$ cat src/rtl/vga_pattern_timing.sv
// vga_pattern_timing
//   VGA timing generator with a built-in test-pattern source. A stage-0 pixel
//   counter (h_cnt_q / v_cnt_q) drives sync decode and pattern generation. A
//   single stage-1 register bank then presents sync, coordinates, the
//   frame-start strobe and RGB together, one cycle after stage 0. Because of
//   that, every output describes the same pixel.
//
// Ports
//   clk          pixel clock
//   clr_n        asynchronous active-low reset
//   en           pixel advance enable; all registers hold while low
//   mode         pattern select: 0 solid, 1 colour bars, 2 checker, 3 border
//   fg_rgb       foreground colour {R,G,B}, used by solid and checker modes
//   hsync/vsync  sync outputs, polarity set by HS_POL / VS_POL
//   vidon        high while the presented pixel is in the active area
//   hc/vc        column / line of the presented pixel
//   frame_start  high while pixel (0,0) is presented
//   red/green/blue  colour channels, zero outside the active area
module vga_pattern_timing #(
  parameter int   H_ACTIVE = 1024,
  parameter int   H_FP     = 24,
  parameter int   H_SYNC   = 136,
  parameter int   H_BP     = 160,
  parameter int   V_ACTIVE = 768,
  parameter int   V_FP     = 3,
  parameter int   V_SYNC   = 6,
  parameter int   V_BP     = 29,
  parameter logic HS_POL   = 1'b0,
  parameter logic VS_POL   = 1'b0,
  parameter int   CW       = 4,
  parameter int   CNT_W    = 11,
  parameter int   CHK_LOG2 = 5
) (
  input  logic              clk,
  input  logic              clr_n,
  input  logic              en,
  input  logic [1:0]        mode,
  input  logic [3*CW-1:0]   fg_rgb,
  output logic              hsync,
  output logic              vsync,
  output logic              vidon,
  output logic [CNT_W-1:0]  hc,
  output logic [CNT_W-1:0]  vc,
  output logic              frame_start,
  output logic [CW-1:0]     red,
  output logic [CW-1:0]     green,
  output logic [CW-1:0]     blue
);

  localparam int H_TOTAL = H_ACTIVE + H_FP + H_SYNC + H_BP;
  localparam int V_TOTAL = V_ACTIVE + V_FP + V_SYNC + V_BP;
  localparam int BAR_W   = H_ACTIVE / 8;

  localparam logic [CNT_W-1:0] H_LAST     = CNT_W'(H_TOTAL - 1);
  localparam logic [CNT_W-1:0] V_LAST     = CNT_W'(V_TOTAL - 1);
  localparam logic [CNT_W-1:0] H_ACT      = CNT_W'(H_ACTIVE);
  localparam logic [CNT_W-1:0] V_ACT      = CNT_W'(V_ACTIVE);
  localparam logic [CNT_W-1:0] H_ACT_LAST = CNT_W'(H_ACTIVE - 1);
  localparam logic [CNT_W-1:0] V_ACT_LAST = CNT_W'(V_ACTIVE - 1);
  localparam logic [CNT_W-1:0] HS_START   = CNT_W'(H_ACTIVE + H_FP);
  localparam logic [CNT_W-1:0] HS_END     = CNT_W'(H_ACTIVE + H_FP + H_SYNC);
  localparam logic [CNT_W-1:0] VS_START   = CNT_W'(V_ACTIVE + V_FP);
  localparam logic [CNT_W-1:0] VS_END     = CNT_W'(V_ACTIVE + V_FP + V_SYNC);
  localparam logic [CNT_W-1:0] BAR_DIV    = CNT_W'(BAR_W);

  // stage 0
  logic [CNT_W-1:0] h_cnt_q, h_cnt_d;
  logic [CNT_W-1:0] v_cnt_q, v_cnt_d;
  logic [1:0]       mode_q, mode_d;

  // stage 1
  logic             hsync_q, hsync_d;
  logic             vsync_q, vsync_d;
  logic             vidon_q, vidon_d;
  logic [CNT_W-1:0] hc_q, vc_q;
  logic             frame_start_q, frame_start_d;
  logic [3*CW-1:0]  rgb_q, rgb_d;

  logic       h_wrap, v_wrap, at_origin, active, on_border;
  logic [1:0] mode_eff;
  logic [2:0] bar_idx;

  assign h_wrap    = (h_cnt_q == H_LAST);
  assign v_wrap    = (v_cnt_q == V_LAST);
  assign at_origin = (h_cnt_q == '0) && (v_cnt_q == '0);
  assign active    = (h_cnt_q < H_ACT) && (v_cnt_q < V_ACT);

  assign h_cnt_d = h_wrap ? '0 : h_cnt_q + 1'b1;
  assign v_cnt_d = h_wrap ? (v_wrap ? '0 : v_cnt_q + 1'b1) : v_cnt_q;

  // The mode sampled at the origin is used for pixel (0,0) as well, so a
  // whole frame is always rendered in one mode.
  assign mode_d   = at_origin ? mode : mode_q;
  assign mode_eff = mode_d;

  assign bar_idx   = 3'(h_cnt_q / BAR_DIV);
  assign on_border = (h_cnt_q == '0) || (h_cnt_q == H_ACT_LAST) ||
                     (v_cnt_q == '0) || (v_cnt_q == V_ACT_LAST);

  assign hsync_d = ((h_cnt_q >= HS_START) && (h_cnt_q < HS_END)) ? HS_POL : ~HS_POL;
  assign vsync_d = ((v_cnt_q >= VS_START) && (v_cnt_q < VS_END)) ? VS_POL : ~VS_POL;
  assign vidon_d = active;
  assign frame_start_d = at_origin;

  always_comb begin
    rgb_d = '0;
    if (active) begin
      case (mode_eff)
        2'd0: rgb_d = fg_rgb;
        2'd1: rgb_d = {{CW{~bar_idx[1]}}, {CW{~bar_idx[2]}}, {CW{~bar_idx[0]}}};
        2'd2: if (!(h_cnt_q[CHK_LOG2] ^ v_cnt_q[CHK_LOG2])) rgb_d = fg_rgb;
        default: if (on_border) rgb_d = '1;
      endcase
    end
  end

  always_ff @(posedge clk or negedge clr_n) begin
    if (!clr_n) begin
      h_cnt_q       <= '0;
      v_cnt_q       <= '0;
      mode_q        <= 2'd0;
      hsync_q       <= ~HS_POL;
      vsync_q       <= ~VS_POL;
      vidon_q       <= 1'b0;
      hc_q          <= '0;
      vc_q          <= '0;
      frame_start_q <= 1'b0;
      rgb_q         <= '0;
    end else if (en) begin
      h_cnt_q       <= h_cnt_d;
      v_cnt_q       <= v_cnt_d;
      mode_q        <= mode_d;
      hsync_q       <= hsync_d;
      vsync_q       <= vsync_d;
      vidon_q       <= vidon_d;
      hc_q          <= h_cnt_q;
      vc_q          <= v_cnt_q;
      frame_start_q <= frame_start_d;
      rgb_q         <= rgb_d;
    end
  end

  assign hsync       = hsync_q;
  assign vsync       = vsync_q;
  assign vidon       = vidon_q;
  assign hc          = hc_q;
  assign vc          = vc_q;
  assign frame_start = frame_start_q;
  assign red         = rgb_q[3*CW-1:2*CW];
  assign green       = rgb_q[2*CW-1:CW];
  assign blue        = rgb_q[CW-1:0];

endmodule

$ cat config.mk
export PLATFORM = sky130hd
export DESIGN_NAME = vga_pattern_timing
export DESIGN_NICKNAME = d
export VERILOG_FILES = /design/src/rtl/vga_pattern_timing.sv
export SDC_FILE = /design/constraint.sdc
export NUM_CORES = 1
export LEC_CHECK = 0
export ABC_AREA = 1
export BUFFER_PORTS_ARGS = -buffer_cell sky130_fd_sc_hd__clkbuf_2
export CAP_MARGIN = 40
export CORE_MARGIN = 2
export CORE_UTILIZATION = 30
export DETAILED_ROUTE_END_ITERATION = 16
export MAX_ROUTING_LAYER = met4
export SLEW_MARGIN = 20
export SYNTH_ARGS = -nofsm -noshare
export SYNTH_HDL_FRONTEND = slang
export SYNTH_SLANG_ARGS = --single-unit
$ cat constraint.sdc
create_clock -name clk -period 5 [get_ports clk]
set_clock_uncertainty 0.2 [all_clocks]
set_input_delay 0.25 -clock clk [delete_from_list [all_inputs] [get_ports clk]]
set_output_delay 0.25 -clock clk [all_outputs]
set_load 0.01 [all_outputs]
* Yosys cells after proc, flatten, opt, wreduce, memory -nomap -nowiden
Index checks and enable logic that the tools add are counted.
** Cells by class
- $lt $le $gt $ge :: 6
- Muxes and demuxes :: 9
- Bitwise logic cells :: 4
- Eq/ne operators :: 6
- Reduce and logical (&&, ||, !) cells :: 11
- Add/sub/neg operators :: 2
** Operator list (number)
- $mux 12 :: 3
- $pmux 12 s3 :: 1
- $eq 11x10->1 const B :: 3
- $add 11x1->11 const B :: 2
- $logic_not 11->1 :: 2
- $lt 11x10->1 const B :: 2
- $lt 11x11->1 const B :: 2
- $mux 11 :: 2
- $eq 11x11->1 const B :: 1
- $ge 11x10->1 const B :: 1
- $ge 11x11->1 const B :: 1
- $logic_and 1x1->1 :: 4
- $logic_or 1x1->1 :: 3
- $not 1->1 :: 3
- $eq 2x1->1 const B :: 1
- $eq 2x2->1 const B :: 1
- $logic_not 2->1 :: 1
- $mux 1 :: 2
- $mux 2 :: 1
- $reduce_and 2->1 :: 1
- $xor 1x1->1 :: 1
** Storage, ports and cells
- Flip-flop bits (word level) :: 62
- Word-level logic and storage cells :: 48
- Output and inout port bits :: 38

* Logic depth before layout (Yosys ltp)
- Depth after elaboration :: 7
- Depth in mapped cells :: 15
- Gate-level depth less buffers :: 14

* Worst setup path after synthesis
No wires, ideal clock.
- Kind :: register to register
- Start :: register v_cnt_q[0]
- End :: register rgb_q[10]
- Buffers on the path :: 1
- Library setup time :: 116 ps
- Clock period less this slack :: 1971 ps
- Arrival time :: 1654 ps
- Slack :: 3029 ps
- Cell stages (with the launch flop) :: 15
- Path through :: dfrtp_1 inv_1 ha_1 inv_1 nor2_1 nand3_1 nor2_4 nand3_1 nand2_4 nand3_2 nand2_2 inv_2 buf_6 nand2_1 nand2_1
** Between the ends
- Longest elaborated chain between the ends :: 6
** Ends and longest elaborated chain
- from (decl) :: line 68 : logic [CNT_W-1:0] v_cnt_q, v_cnt_d;
- from (signal assigned) :: line 131 : v_cnt_q <= v_cnt_d;
- $logic_not 11->1 :: line 85, 98
- $logic_and 1x1->1 or $logic_or 1x1->1 (tied branches) :: line 85, 97
- $mux 2 or $logic_or 1x1->1 (tied branches) :: line 93, 98
- $eq 2x2->1, or another cell as far along :: line 108 : case (mode_eff)
- $pmux 12 s3 :: line 108
- $mux 12 * :: line 107 : if (active) begin
- to (signal assigned) :: line 139 : rgb_q <= rgb_d;
- to (decl) :: line 77 : logic [3*CW-1:0] rgb_q, rgb_d;
Mark *: on every way between the ends. The rest lies on a longest branch, timed or not.
A chain may end at the register's enable or synchronous reset.

* Worst setup path in the final report
- Start :: register h_cnt_q[0]
- End :: register v_cnt_q[4]
** Between the ends
- Longest elaborated chain between the ends :: 2
** Ends and longest elaborated chain
- from (decl) :: line 67 : logic [CNT_W-1:0] h_cnt_q, h_cnt_d;
- from (signal assigned) :: line 130 : h_cnt_q <= h_cnt_d;
- $eq 11x11->1 :: line 83 : assign h_wrap = (h_cnt_q == H_LAST);
- $reduce_and 2->1 (no source line)
Every way passes these cells.

==> impl_metrics.json <==
{
  "layout_common_cells": "115 x nand2_1, 60 x dfrtp_1, 54 x clkbuf_2",
  "fin_crit_ns": 2.153,
  "die_x_um": 107.3,
  "tritoncts": "done",
  "num-fill-cells": 1090,
  "numPortBuffers": 54,
  "slew_violations": 0,
  "worst_pin_slew_ns": 0.5549,
  "netlist_area_um2": 3203,
  "rsz0062_at_grt": "false",
  "ys.flop_type": "dfrtp_1",
  "seqPwrFrac": 0.482,
  "synth-compound-area-share": 0.07578,
  "nets": 465,
  "drtPass1Iterations": 4,
  "synth_edf_count": 0,
  "fin_setup_tns_ns": 0,
  "synthDistinctLibCells": 35,
  "ir_worst_vdd_v": 0.0001300,
  "core_area_um2": 10320,
  "totalWireLength_mm": 7.550,
  "cts-root-buf": "clkbuf_8",
  "hold_viol": 0,
  "avgViaCountPerCell": 4.565,
  "gp_congestion": 0.8797,
  "cts.path.max_buffers": 2,
  "grt_max_degree": 63,
  "diodes": 0,
  "wl_per_cell_um": 12.93,
  "placement.setup.worst_slack_ns": 2.833,
  "r2r_start": "h_cnt_q[0]",
  "die_h_um": 107.3,
  "grt_pass1_wl_mm": 12.94,
  "io_pins": 55,
  "numCtsBuffers": 9,
  "arrival_ns": 2.21,
  "path_class": "register to register",
  "yosysWarnings": 0,
  "synthAdderAreaFrac": 0.01953,
  "synth-seq-cells": 62,
  "start_util": 0.3103,
  "timing.final.crit_share": 0.4306,
  "dp_hpwl_mm": 5.581,
  "drive_above_1_share": 0.2411,
  "cts_htree_levels": 3,
  "setup_ws_ns": 2.847,
  "fmax_mhz": 464.4,
  "rows": 37,
  "antenna_found_initial": 0,
  "synth_nets": 406,
  "syn_inst": 384,
  "grt_util_all_layers": 0.1459,
  "status": "completed",
  "layout_commonest_cell": "nand2_1",
  "num_vias": 2666,
  "synth_top_family_by_area": "simple AND/OR/NAND/NOR gates",
  "drt_iter0_drc": 208,
  "power_frac_clock": 0.287,
  "p_sw_uw": 464.1,
  "cts_sinks": 62,
  "synth-async-reset-ratio": 1.000,
  "yosys.area_share.xor_xnor": 0.02461,
  "cp-start-kind": "register",
  "synth-simple-area-share": 0.3176,
  "grt_pass1_vias": 2560,
  "areaGrowthSynthToFinish_pct": 18.44,
  "clk_latency_ns": 0.34,
  "synthMuxAreaShare": 0,
  "max_slew_margin": 0.6296,
  "clk_pin_slew_ns": 0.07,
  "die_area_um2": 11520,
  "p_per_area_nw_per_um2": 360.9,
  "worstPathMaxFanout": 11,
  "post-cts-setup-buffers": 0,
  "drc_errors": 0,
  "worstSetupStartpoint": "h_cnt_q[0]",
  "comb_power_share": 0.232,
  "required_ns": 5.06,
  "end_kind": "register",
  "ant_nets": 0,
  "swShare": 0.3390,
  "power_leakage_nw": 1.890,
  "overflow": 0,
  "avgSynthCellArea_um2": 8.341,
  "maxCapViolCount": 0,
  "report.final.setup_viol": 0,
  "p_int_uw": 904.9,
  "holdCritStartpoint": "fg_rgb[10]",
  "yosysSeqAreaShare": 0.4852,
  "min_path_type": "input port to register"
}
## final timing paths
path	slack, ns	depth (start not counted)	to
hold / removal	0.03	5	rgb_q[10]
setup / recovery	2.85	8	v_cnt_q[4]
min in group asynchronous	0.24	3	rgb_q[11]
hold reg to reg	0.29	2	rgb_q[6]
setup reg to reg	2.85	8	v_cnt_q[4]
max in group asynchronous	3.79	4	vsync
## sequential cells by signal, summed over array words and instances, names as in the netlist
register and cells:
vidon 1, mode_q 2, rgb_q 12, hc 11, frame_start 1, h_cnt_q 11
vc 11, hsync 1, vsync 1, v_cnt_q 11
## layer usage
metal,vias to the layer above,part of all wire,global-route usage
met3,8,0.054,0.02966
met5,-,0,-
met4,0,0.012,0.04670
met2,77,0.42,0.2066
li1,1364,-,-
met1,1217,0.51,0.2095
## power by group through the flow
stage	registers [mW]	clock network, mW	logic, mW
6_report	0.659	0.392	0.317
5_1_grt	0.673	0.432	0.364
4_1_cts	0.659	0.406	0.320
3_5_place_dp	0.667	0	0.317
3_3_place_gp	0.666	0	0.313
2_1_floorplan	0.671	0	0.195
## cell families (layout without fill, tap and decap cells)
| family | after synthesis | after routing |
|---|---|---|
| simple gates | 213 | 213 |
| flops | 62 | 62 |
| buf+inv | 51 | 115 |
| compound gates | 44 | 44 |
| xor+xnor | 9 | 9 |
| fa+ha+maj | 5 | 5 |
## final cells by class
cell class                      instances  area (um2)  share of cell area
Clock inverter                          3       20.02            0.005277
Sequential cell                        62        1554              0.4096
Timing Repair Buffer                   60       340.3             0.08971
Inverter                               39       148.9             0.03925
Multi-Input combinational cell        271        1401              0.3694
Clock buffer                           13       158.9             0.04189
Tap cell                              136       170.2             0.04485
## repair_timing
action                    4_1_cts  5_1_grt
hold buffers                    2        0
gates resized for setup         0        0
hold endpoints to repair       61        0
## critical path: stages, from the launching register on
cell	delay, ns
dfrtp_1	0.42
ha_1	0.19
nand2_1	0.10
nor3_4	0.20
nand3_2	0.14
nor2_2	0.38
nand2_1	0.15
nor3_2	0.15
xor2_1	0.15
## synth_stat cells, types with 4 or more instances
library cell / number / share of area
inv_2: 5 / 0.0059
nand2_4: 4 / 0.014
nor2_4: 4 / 0.014
xor2_1: 9 / 0.025
dfrtp_1: 60 / 0.47
nand3_1: 26 / 0.041
ha_1: 5 / 0.020
nor3_1: 12 / 0.019
nand4_1: 6 / 0.012
nor2_1: 24 / 0.028
buf_6: 4 / 0.014
o21ai_0: 29 / 0.045
clkbuf_1: 5 / 0.0059
nor4_1: 4 / 0.0078
inv_1: 33 / 0.039
a21oi_1: 6 / 0.0094
nand3_2: 4 / 0.013
nand2_2: 6 / 0.012
nand2_1: 115 / 0.13
## through the flow
step	instance area, um2	utilization	cells	hold WS (ns)	total power, mW
2_1_floorplan	3203	-	384	-0.2456	0.8661
3_3_place_gp	3560	0.3448	564	0.2659	0.9787
3_5_place_dp	3575	0.3463	565	0.2660	0.9832
4_1_cts	3774	0.3655	583	0.02522	1.386
5_1_grt	3794	0.3675	584	0.05277	1.469
6_report	3794	0.3675	584	0.02785	1.369
Note: power is estimated with default switching activity, not from simulation.
